File: src/rtl/load_align_unit.sv
// Load unit for the memory stage: word reads, byte/half extraction, sign/zero extension.
// Latency: single read 2+L cycles to rsp_valid, crossing read 3+2L, address error 1 cycle.
// Backpressure: one request in flight; req_ready is low until the response is taken.
module load_align_unit #(
  parameter int ADDR_WIDTH      = 32,
  parameter bit ALLOW_UNALIGNED = 1'b0
) (
  input  logic                  clk,
  input  logic                  reset,
  input  logic                  req_valid,
  output logic                  req_ready,
  input  logic [ADDR_WIDTH-1:0] req_addr,
  input  logic [2:0]            req_op,
  output logic                  mem_rd_en,
  output logic [ADDR_WIDTH-1:0] mem_rd_addr,
  input  logic [31:0]           mem_rd_data,
  input  logic                  mem_rd_valid,
  output logic                  rsp_valid,
  output logic [31:0]           rsp_data,
  output logic                  rsp_exc,
  input  logic                  rsp_ready
);

  localparam logic [2:0] OP_LH  = 3'b001;
  localparam logic [2:0] OP_LHU = 3'b010;
  localparam logic [2:0] OP_LB  = 3'b011;
  localparam logic [2:0] OP_LBU = 3'b100;

  typedef enum logic [1:0] {IDLE, RD0, RD1, RESP} state_t;

  // Latched request context, held for the whole transaction.
  typedef struct packed {
    logic [ADDR_WIDTH-1:0] addr;
    logic [2:0]            op;
  } req_ctx_t;

  state_t      state;
  req_ctx_t    ctx_q;
  logic [31:0] w0_q;
  logic        req_misaligned;
  logic        ctx_crosses;

  // Shift the two-word window down to the addressed byte, then extend per load type.
  function automatic logic [31:0] assemble(input logic [63:0] pair,
                                           input logic [1:0]  off,
                                           input logic [2:0]  op);
    logic [63:0] sh;
    logic [31:0] res;
    sh = pair >> {off, 3'b000};
    case (op)
      OP_LB:   res = {{24{sh[7]}}, sh[7:0]};
      OP_LBU:  res = {24'h0, sh[7:0]};
      OP_LH:   res = {{16{sh[15]}}, sh[15:0]};
      OP_LHU:  res = {16'h0, sh[15:0]};
      default: res = sh[31:0];
    endcase
    return res;
  endfunction

  // Acceptance is only possible in IDLE and never while reset is asserted.
  assign req_ready = (state == IDLE) && !reset;

  // Alignment of the incoming request: bytes always fine, halves need even, words need 00.
  always_comb begin
    req_misaligned = 1'b0;
    case (req_op)
      OP_LB, OP_LBU: req_misaligned = 1'b0;
      OP_LH, OP_LHU: req_misaligned = req_addr[0];
      default:       req_misaligned = (req_addr[1:0] != 2'b00);
    endcase
  end

  // Whether the latched access spills into the next word and needs a second read.
  always_comb begin
    ctx_crosses = 1'b0;
    case (ctx_q.op)
      OP_LB, OP_LBU: ctx_crosses = 1'b0;
      OP_LH, OP_LHU: ctx_crosses = (ctx_q.addr[1:0] == 2'b11);
      default:       ctx_crosses = (ctx_q.addr[1:0] != 2'b00);
    endcase
  end

  // Transaction FSM; all memory-side and response outputs are registered here.
  always_ff @(posedge clk) begin
    if (reset) begin
      state       <= IDLE;
      ctx_q       <= '0;
      w0_q        <= '0;
      mem_rd_en   <= 1'b0;
      mem_rd_addr <= '0;
      rsp_valid   <= 1'b0;
      rsp_data    <= '0;
      rsp_exc     <= 1'b0;
    end else begin
      case (state)
        IDLE: begin
          if (req_valid) begin
            ctx_q.addr <= req_addr;
            ctx_q.op   <= req_op;
            if (req_misaligned && !ALLOW_UNALIGNED) begin
              state     <= RESP;
              rsp_valid <= 1'b1;
              rsp_exc   <= 1'b1;
              rsp_data  <= '0;
            end else begin
              state       <= RD0;
              mem_rd_en   <= 1'b1;
              mem_rd_addr <= {req_addr[ADDR_WIDTH-1:2], 2'b00};
            end
          end
        end
        RD0: begin
          mem_rd_en <= 1'b0;
          // Data cannot legally return in the strobe cycle, so it is ignored there.
          if (!mem_rd_en && mem_rd_valid) begin
            w0_q <= mem_rd_data;
            if (ctx_crosses) begin
              state       <= RD1;
              mem_rd_en   <= 1'b1;
              mem_rd_addr <= mem_rd_addr + ADDR_WIDTH'(4);
            end else begin
              state     <= RESP;
              rsp_valid <= 1'b1;
              rsp_exc   <= 1'b0;
              rsp_data  <= assemble({32'h0, mem_rd_data}, ctx_q.addr[1:0], ctx_q.op);
            end
          end
        end
        RD1: begin
          mem_rd_en <= 1'b0;
          if (!mem_rd_en && mem_rd_valid) begin
            state     <= RESP;
            rsp_valid <= 1'b1;
            rsp_exc   <= 1'b0;
            rsp_data  <= assemble({mem_rd_data, w0_q}, ctx_q.addr[1:0], ctx_q.op);
          end
        end
        RESP: begin
          if (rsp_ready) begin
            state     <= IDLE;
            rsp_valid <= 1'b0;
          end
        end
        default: state <= IDLE;
      endcase
    end
  end

endmodule

File: config.mk
export PLATFORM = sky130hd
export DESIGN_NAME = load_align_unit
export DESIGN_NICKNAME = d
export VERILOG_FILES = /design/src/rtl/load_align_unit.sv
export SDC_FILE = /design/constraint.sdc
export NUM_CORES = 1
export LEC_CHECK = 0
export CAP_MARGIN = 20
export CORE_MARGIN = 10
export CORE_UTILIZATION = 55
export DETAILED_ROUTE_END_ITERATION = 7
export PLACE_DENSITY = 0.86
export SLEW_MARGIN = 20
export SYNTH_ARGS = -nofsm -noshare
export SYNTH_HDL_FRONTEND = slang
export SYNTH_SLANG_ARGS = --single-unit
File: constraint.sdc
create_clock -name clk -period 5.3 [get_ports clk]
set_clock_uncertainty 0.05 [all_clocks]
set_input_delay 1.325 -clock clk [delete_from_list [all_inputs] [get_ports clk]]
set_output_delay 1.325 -clock clk [all_outputs]
set_load 0.02 [all_outputs]
==> metrics.md, run 1 <==
| Metric | Value |
|---|---|
| Result of the run | `finished clean` |
| Quantity of gates resized following cts | `0` |
| Startpoint of the worst register-to-register path | `state[1]` |
| Global placement routability congestion | `about 0.90` |
| Final hold slack | `407 ps` |
| Drt total wl | `between 20000 and 25000 um` |
| CP Data Arrival Time | `roughly 4200 ps` |
| Number of search-and-repair iterations in the first detailed-routing pass | `6` |
| Met1 track demand over resource | `between 30 and 40%` |
| Clock tree from TritonCTS | `built` |
| Class of the tightest hold or removal check | `register to register` |
| Total track usage | `around a quarter` |
| Worst Max-Slew Pin Slew | `983 ps` |
| Count of warnings emitted by yosys | `0` |
| Number of distinct library cells after synthesis | `70` |
| Post-Synthesis Mean Instance Area | `7.87 sq um` |
| Most frequently used flop master after synthesis | `sky130_fd_sc_hd__dfxtp_1` |
| Share of the synthesized netlist area taken by xor and xnor gates | `less than 1%` |
| Relative contribution of combinational cells to total power | `between 50 and 60%` |
| Final cell utilization of the core | `~70%` |
| Routed WL per cell | `around 19 um` |
| Most crowded layer after global routing | `met2` |
| Worst-path fanout max | `24` |
| Worst-case clock buffer depth | `2` |
| Power density relative to cell area | `roughly 460 nW/um^2` |
| Antenna-violating nets left | `0` |
| Switching Fraction | `44.9%` |
| Pin count of the biggest net entering global routing | `100` |
| NumNets Final | `989` |
| Complex-gate fraction of the synthesized area | `between 20% and 30%` |
| Sequential cell area fraction in the yosys report | `about 32%` |
| Final min period | `around 4000 ps` |
| Internal Pwr Total | `roughly 2 mW` |
| Period Utilization, post-route | `between 70% and 80%` |
| Area growth syn-to-layout | `24.3%` |
| Share of power burned in registers | `slightly above 30%` |
| Die Wd | `approximately 130 um` |
| Count of final max-slew check failures | `0` |
| GR Overflow Total | `0` |
| Final Hold Violating Endpoints | `0` |
| Endpoint class of the critical path | `register` |
| Via density per instance | `between 6 and 7` |
| CP max-delay cell | `sky130_fd_sc_hd__and3_1` |
| Total negative slack | `0 ps` |
| Worst setup path startpoint | `req_op[1]` |
| CTS H-tree depth | `3` |
| Post-detailed-route DRC marker count | `0` |
| Yosys reg bits | `roughly 100` |
| Kind of critical path | `primary input to register` |
| Switching component of the power | `about 1.6 mW` |
| Area fraction in and, or, nand and nor cells after synthesis | `between 20 and 25%` |
| Clock Power Share | `between 10% and 20%` |
| Number of buffers inserted by hold repair at cts | `0` |
| RSZ-0062 raised after global routing | `no` |
| DR vias | `roughly 6700` |
| Clock slew seen by the registers of the worst setup and hold paths | `80 ps` |
| I/O Buffers | `137` |
| Critical path's largest stage delay | `840 ps` |
| Area enclosed by the die boundary | `roughly 17000 sq um` |
| DRT iter0 DRCs | `slightly above 900` |
| Number of setup buffers added after CTS | `0` |
| Share of cells above drive strength 1 | `8.09%` |
| Netlist area before placement | `about 6500 sq um` |
| Share of cell area taken by muxes after synthesis | `just over 10%` |
| Final antenna diode count | `0` |
| Maximum operating frequency | `around 250 MHz` |
| Cells after synthesis | `between 800 and 900` |
| Post-DP HPWL | `around 14000 um` |
| Antenna violations before repair | `0` |
| GR met3 Demand/Resource | `4.60%` |
| Starting utilization of the core area | `roughly 57%` |
| Top Family by Delay on Critical Path | `compound AO/OA/AOI/OAI gates` |
| Critical Path Start Type | `primary input` |
| Clock latency on the worst-skew pair | `350 ps` |
| Dominant combinational cell family by area after synthesis | `compound AO/OA/AOI/OAI gates` |
| Number of clock buffers inserted by TritonCTS | `9` |
| Cells along the critical path | `clkdlybuf4s50_1 -> nand2b_1 -> a31oi_4 -> nand3_2 -> a2111oi_4 -> and3_1 -> a22o_1` |
| Adder and majority cell fraction of the synthesized area | `between 1 and 1.5%` |
| Endpoint required time on the critical path | `about 5600 ps` |
| CTS Root Cell | `sky130_fd_sc_hd__clkbuf_16` |
| IR Drop Worst-Case VDD | `between 0.3 and 0.4 mV` |
| Number of max-capacitance violations reported | `0` |
| Floorplan row count | `39` |
| Number of flops mapped to enable cells by yosys | `0` |
| Core Footprint | `11500 sq um` |
| Critical path buffers and inverters | `1` |
| Leakage dissipation | `around 2.7 nW` |
| Number of global-route vias before repair | `roughly 6300` |
| Y dimension of the die | `roughly 130 um` |
| Global Route met2 Usage | `a little over a third` |
| Num ports | `140` |
| Wire length of the first global-routing pass | `roughly 32000 um` |
| Worst slew slack as a fraction of its limit | `34.4%` |
| Count of endpoints failing setup in the final report | `0` |
| CTS Sinks | `104` |
| Async set-reset flop share out of synthesis | `0%` |
| Startpoint of the lowest-slack hold path | `w0_q[5]` |
cell usage after synthesis, types with 4 or more instances:
master / count / area (sq um)
sky130_fd_sc_hd__o21a_1: 4 / 30.0
sky130_fd_sc_hd__buf_1: 11 / 41.3
sky130_fd_sc_hd__nor2_1: 60 / 225
sky130_fd_sc_hd__and3_1: 7 / 43.8
sky130_fd_sc_hd__o22a_1: 9 / 78.8
sky130_fd_sc_hd__nand4_1: 6 / 37.5
sky130_fd_sc_hd__o211ai_1: 7 / 52.6
sky130_fd_sc_hd__a211oi_1: 21 / 158
sky130_fd_sc_hd__buf_6: 6 / 67.6
sky130_fd_sc_hd__a31oi_1: 5 / 31.3
sky130_fd_sc_hd__mux2_2: 23 / 259
sky130_fd_sc_hd__inv_1: 11 / 41.3
sky130_fd_sc_hd__nor4_1: 4 / 25.0
sky130_fd_sc_hd__a21oi_1: 97 / 485
sky130_fd_sc_hd__nor2b_1: 8 / 50.1
sky130_fd_sc_hd__o21ai_0: 49 / 245
sky130_fd_sc_hd__nand2_1: 140 / 526
sky130_fd_sc_hd__buf_4: 7 / 52.6
sky130_fd_sc_hd__nand2b_1: 5 / 31.3
sky130_fd_sc_hd__clkbuf_1: 35 / 131
sky130_fd_sc_hd__dfxtp_1: 104 / 2080
sky130_fd_sc_hd__o32ai_1: 5 / 43.8
sky130_fd_sc_hd__nand3_1: 30 / 150
sky130_fd_sc_hd__a22o_1: 27 / 236
sky130_fd_sc_hd__o221ai_1: 25 / 219
sky130_fd_sc_hd__buf_2: 13 / 65.1
sky130_fd_sc_hd__mux2i_1: 34 / 340
sky130_fd_sc_hd__ha_1: 7 / 87.6
sky130_fd_sc_hd__nor3_1: 9 / 45.0
worst paths after layout:
check | to | slack, ps | cells after the start
setup / recovery | rsp_data[23] | 1320 | 7
hold / removal | w0_q[5] | 410 | 2
setup reg to reg | rsp_data[23] | 1990 | 8
hold reg to reg | w0_q[5] | 410 | 2
power groups by stage:
stage          logic [mW]  registers [mW]  clock network, mW
6_report             1.85            1.11              0.707
5_1_grt              2.01            1.14              0.740
4_1_cts              1.83            1.11              0.713
3_5_place_dp         1.82            1.12                  0
3_3_place_gp         1.79            1.12                  0
2_1_floorplan        1.19            1.21                  0
registers in the layout, summed over array words and instances (netlist names):
signal       flops
rsp_data        32
w0_q            32
mem_rd_addr     30
ctx_q            5
state            2
mem_rd_en        1
rsp_exc          1
rsp_valid        1
through the flow:
stage	cells	setup WS, ps	power [mW]	cell area (sq um)
after floorplan	825	1660	2.40	6490
after global placement	1042	1120	2.91	7750
after detailed placement	1042	1050	2.94	7750
after CTS	1058	1360	3.65	8060
after global routing	1058	1180	3.89	8060
final	1058	1320	3.67	8060
kinds of logic (layout without fill, tap and decap cells):
logic type               count (synthesis)  in the layout
AND/OR/NAND/NOR                        287            287
AO/OA/AOI/OAI                          280            280
flip-flops                             104            104
buffers and inverters                   83            173
multiplexers                            60             60
adder cells (fa/ha/maj)                  7              7
XOR/XNOR                                 2              2
other                                    1              2
cell usage in the layout, fill, tap and decap left out, types with 4 or more instances in the layout:
master / count
sky130_fd_sc_hd__nand4_1: 6
sky130_fd_sc_hd__nor4_1: 4
sky130_fd_sc_hd__nor3_1: 9
sky130_fd_sc_hd__nand2_1: 140
sky130_fd_sc_hd__o211ai_1: 7
sky130_fd_sc_hd__nand3_1: 30
sky130_fd_sc_hd__a21oi_1: 97
sky130_fd_sc_hd__inv_1: 11
sky130_fd_sc_hd__dfxtp_1: 102
sky130_fd_sc_hd__clkdlybuf4s50_1: 136
sky130_fd_sc_hd__a211oi_1: 21
sky130_fd_sc_hd__mux2_2: 23
sky130_fd_sc_hd__o21ai_0: 49
sky130_fd_sc_hd__ha_1: 6
sky130_fd_sc_hd__o32ai_1: 5
sky130_fd_sc_hd__o21a_1: 4
sky130_fd_sc_hd__nand2b_1: 5
sky130_fd_sc_hd__clkbuf_16: 9
sky130_fd_sc_hd__nor2b_1: 8
sky130_fd_sc_hd__a31oi_1: 5
sky130_fd_sc_hd__and3_1: 7
sky130_fd_sc_hd__o221ai_1: 25
sky130_fd_sc_hd__mux2i_1: 34
sky130_fd_sc_hd__nor2_1: 60
sky130_fd_sc_hd__a22o_1: 27
sky130_fd_sc_hd__o22a_1: 9
sky130_fd_sc_hd__buf_4: 9
worst reg2reg max path: cells and delay by family, from the launching register on:
family,cells,cell delay [ps]
simple gates,2,1070
compound gates,3,1080
fa+ha+maj,1,200
flops,1,430
buf+inv,2,430
metal layers:
metal / wire length (um) / part of all wire, % / vias up
met2: 9020 / 45 / 327
met3: 1610 / 8.1 / 67
met5: 0 / 0 / -
met4: 928 / 4.6 / 0
met1: 8470 / 42 / 3121
li1: - / - / 3200
layout make-up:
class	count	area, sq um
clock buffer	9	225
inverter	11	41.3
multi-input combinational	638	4010
timing repair buffer	146	1430
tap	143	179
sequential	104	2080
fill	891	3410
clock inverter	7	87.6
Power figures use the tool's default switching activity.
==> inputs of run 2 (changes only) <==
--- a/config.mk
+++ b/config.mk
@@ -7,9 +7,9 @@
 export LEC_CHECK = 0
 export CAP_MARGIN = 20
 export CORE_MARGIN = 10
-export CORE_UTILIZATION = 55
+export CORE_UTILIZATION = 52
 export DETAILED_ROUTE_END_ITERATION = 7
-export PLACE_DENSITY = 0.86
+export PLACE_DENSITY = 0.82
 export SLEW_MARGIN = 20
 export SYNTH_ARGS = -nofsm -noshare
 export SYNTH_HDL_FRONTEND = slang
==> constraint.sdc (replaced) <==
create_clock -name clk -period 3.9 [get_ports clk]
set_clock_uncertainty 0.05 [all_clocks]
set_input_delay 0.975 -clock clk [delete_from_list [all_inputs] [get_ports clk]]
set_output_delay 0.975 -clock clk [all_outputs]
set_load 0.02 [all_outputs]
==> run 2 against run 1 <==
  * Via count is 0.83% lower
  * Flip-flop and latch count stayed put
  * First-iteration DRC count is 14% lower
  * Register-to-register slack worse by 930 ps
  * Sequential share of layout area is 0.16 points lower
  * Final area is 0.75% higher
  * Global-route usage is 1.2 points lower
  * Power is 37% higher
  * Combinational power is 37% higher
  * Critical endpoint is now req_ready
  * Largest cell class unchanged
  * Largest power group unchanged
==> metrics.md, run 2 (same netlist as run 1, synthesis figures left out) <==
| Metric | Value |
|---|---|
| Result of the run | `finished clean (unchanged)` |
| CTS Sinks | `104 (unchanged)` |
| Routed WL per cell | `18.4 um (was 18.9 um)` |
| Y dimension of the die | `132 um (was 129 um)` |
| GR Overflow Total | `0 (unchanged)` |
| CP max-delay cell | `sky130_fd_sc_hd__clkdlybuf4s50_1 (was sky130_fd_sc_hd__and3_1)` |
| Global placement routability congestion | `0.941 (was 0.902)` |
| Switching Fraction | `44.4% (was 44.9%)` |
| CTS Root Cell | `sky130_fd_sc_hd__clkbuf_16 (unchanged)` |
| IR Drop Worst-Case VDD | `0.529 mV (was 0.355 mV)` |
| CTS H-tree depth | `3 (unchanged)` |
| Post-DP HPWL | `14500 um (was 14300 um)` |
| Number of setup buffers added after CTS | `0 (unchanged)` |
| Antenna-violating nets left | `0 (unchanged)` |
| Count of endpoints failing setup in the final report | `0 (unchanged)` |
| Switching component of the power | `2.22 mW (was 1.65 mW)` |
| Pin count of the biggest net entering global routing | `83 (was 100)` |
| Most common library cell in the layout ignoring fill and taps | `sky130_fd_sc_hd__nand2_1 (unchanged)` |
| Largest registers in the final layout | `rsp_data (32), w0_q (32), mem_rd_addr (30) (unchanged)` |
| DRT iter0 DRCs | `776 (was 906)` |
| Layout Cells excl Fill | `1086 (was 1058)` |
| Worst Max-Slew Pin Slew | `1110 ps (was 983 ps)` |
| Share of power burned in registers | `30.6% (was 30.4%)` |
| Top library cells by usage in the layout, fill and taps aside | `140 x sky130_fd_sc_hd__nand2_1, 136 x sky130_fd_sc_hd__clkdlybuf4s50_1, 102 x sky130_fd_sc_hd__dfxtp_1 (unchanged)` |
| Final min period | `3310 ps` |
| Leakage dissipation | `2.74 nW (was 2.71 nW)` |
| Count of final max-slew check failures | `0 (unchanged)` |
| Endpoint class of the critical path | `output port (was register)` |
| DR vias | `6659 (was 6715)` |
| Top Family by Delay on Critical Path | `buffers and inverters (was compound AO/OA/AOI/OAI gates)` |
| Worst-path fanout max | `10 (was 24)` |
| Number of max-capacitance violations reported | `0 (unchanged)` |
| Power density relative to cell area | `617 nW/um^2 (was 455 nW/um^2)` |
| Number of clock buffers inserted by TritonCTS | `9 (unchanged)` |
| Clock tree from TritonCTS | `built (unchanged)` |
| Number of search-and-repair iterations in the first detailed-routing pass | `6 (unchanged)` |
| CP Data Arrival Time | `2280 ps (was 4230 ps)` |
| Area enclosed by the die boundary | `17300 sq um (was 16500 sq um)` |
| Quantity of gates resized following cts | `0 (unchanged)` |
| Total negative slack | `0 ps (unchanged)` |
| Maximum operating frequency | `just over 300 MHz` |
| Clock Power Share | `18.8% (was 19.3%)` |
| Final Hold Violating Endpoints | `0 (unchanged)` |
| Die Wd | `132 um (was 129 um)` |
| Internal Pwr Total | `2.79 mW (was 2.02 mW)` |
| Clock latency on the worst-skew pair | `360 ps (was 350 ps)` |
| Core Footprint | `12100 sq um (was 11500 sq um)` |
| Via density per instance | `6.13 (was 6.35)` |
| Worst-case clock buffer depth | `2 (unchanged)` |
| Number of global-route vias before repair | `6199 (was 6255)` |
| Share of cells above drive strength 1 | `8.39% (was 8.09%)` |
| Cells along the critical path | `inv_1 -> ha_1 -> inv_1 -> nor2_1 -> clkdlybuf4s50_1 (was clkdlybuf4s50_1 -> nand2b_1 -> a31oi_4 -> nand3_2 -> a2111oi_4 -> and3_1 -> a22o_1)` |
| Drt total wl | `20000 um (about the same)` |
| Worst slew slack as a fraction of its limit | `25.6% (was 34.4%)` |
| Starting utilization of the core area | `53.5% (was 56.5%)` |
| Total track usage | `22.1% (was 23.3%)` |
| I/O Buffers | `137 (unchanged)` |
| Floorplan row count | `40 (was 39)` |
| Most common cell type on the critical path | `sky130_fd_sc_hd__inv_1` |
| Wire length of the first global-routing pass | `32200 um (was 31900 um)` |
| RSZ-0062 raised after global routing | `no (unchanged)` |
| NumNets Final | `992 (was 989)` |
| Final antenna diode count | `0 (unchanged)` |
| Critical path buffers and inverters | `3 (was 1)` |
| Antenna violations before repair | `0 (unchanged)` |
| Final hold slack | `408 ps (was 407 ps)` |
| Post-detailed-route DRC marker count | `0 (unchanged)` |
| Period Utilization, post-route | `a little over four fifths` |
| Critical path's largest stage delay | `620 ps (was 840 ps)` |
| Kind of critical path | `register to output port (was primary input to register)` |
| Relative contribution of combinational cells to total power | `50.7% (was 50.4%)` |
| Area growth syn-to-layout | `25.2% (was 24.3%)` |
| Cell Count Post-Placement | `1070 (was 1042)` |
| Critical Path Start Type | `register (was primary input)` |
| Number of buffers inserted by hold repair at cts | `0 (unchanged)` |
| Num ports | `140 (unchanged)` |
| Class of the tightest hold or removal check | `register to register (unchanged)` |
| Clock slew seen by the registers of the worst setup and hold paths | `70 ps (was 80 ps)` |
| Endpoint required time on the critical path | `2870 ps (was 5550 ps)` |
-- run 2: cell types whose count changed in the layout (fill, tap and decap cells not counted) --
cell / previous run / this run
sky130_fd_sc_hd__buf_12: 0 / 1
sky130_fd_sc_hd__buf_4: 9 / 11
sky130_fd_sc_hd__clkinv_2: 0 / 1
sky130_fd_sc_hd__clkinv_4: 0 / 2
sky130_fd_sc_hd__clkinv_8: 1 / 0
sky130_fd_sc_hd__clkinvlp_4: 2 / 0
sky130_fd_sc_hd__dfxtp_2: 2 / 1
sky130_fd_sc_hd__dfxtp_4: 0 / 1
sky130_fd_sc_hd__inv_4: 0 / 1
sky130_fd_sc_hd__inv_6: 3 / 1
sky130_fd_sc_hd__inv_8: 0 / 1
-- run 2: power groups by stage --
| stage | sequential [mW] | clock, mW | combinational (mW) |
|---|---|---|---|
| 6_report | 1.53 | 0.940 | 2.54 |
| 5_1_grt | 1.56 | 0.988 | 2.78 |
| 4_1_cts | 1.52 | 0.948 | 2.52 |
| 3_5_place_dp | 1.54 | 0 | 2.51 |
| 3_3_place_gp | 1.54 | 0 | 2.48 |
| 2_1_floorplan | 1.64 | 0 | 1.62 |
-- run 2: per-layer routing --
layer  track usage [%]  routed length, um  part of all wire, %
met4              7.79                549                  2.7
met3              5.98               1560                  7.8
met1              27.2               8350                   42
met5                 0                  0                    0
met2              36.2               9520                   48
-- run 2: path summary, 6_finish.rpt --
path / start / end / slack [ps] / cells after the start
min reg2reg: w0_q[4] / w0_q[4] / 410 / 2
max reg2reg: state[0] / rsp_data[27] / 1060 / 7
min: w0_q[4] / w0_q[4] / 410 / 2
max: state[0] / req_ready / 590 / 5
-- run 2: stage by stage --
step	setup WS [ps]	cell area, sq um	power [mW]	util (%)
6_report	593	8120	5.01	67.0
5_1_grt	388	8120	5.33	67.0
2_1_floorplan	960	6490	3.26	-
3_5_place_dp	568	7820	4.06	64.5
4_1_cts	586	8120	4.99	67.0
3_3_place_gp	635	7820	4.02	64.5
-- run 2: layout make-up --
cell class              count  area, sq um
inverters                  11         41.3
repair buffers            149         1470
clock buffers               9          225
well taps                 168          210
fillers                  1046         3990
multi-input cells         638         4010
clock inverters             7         78.8
flip-flops and latches    104         2090
-- run 2: worst min-delay path, stage by stage (launching register included) --
cell and delay [ps]:
sky130_fd_sc_hd__dfxtp_1 310, sky130_fd_sc_hd__nand2_1 50, sky130_fd_sc_hd__a21oi_1 50
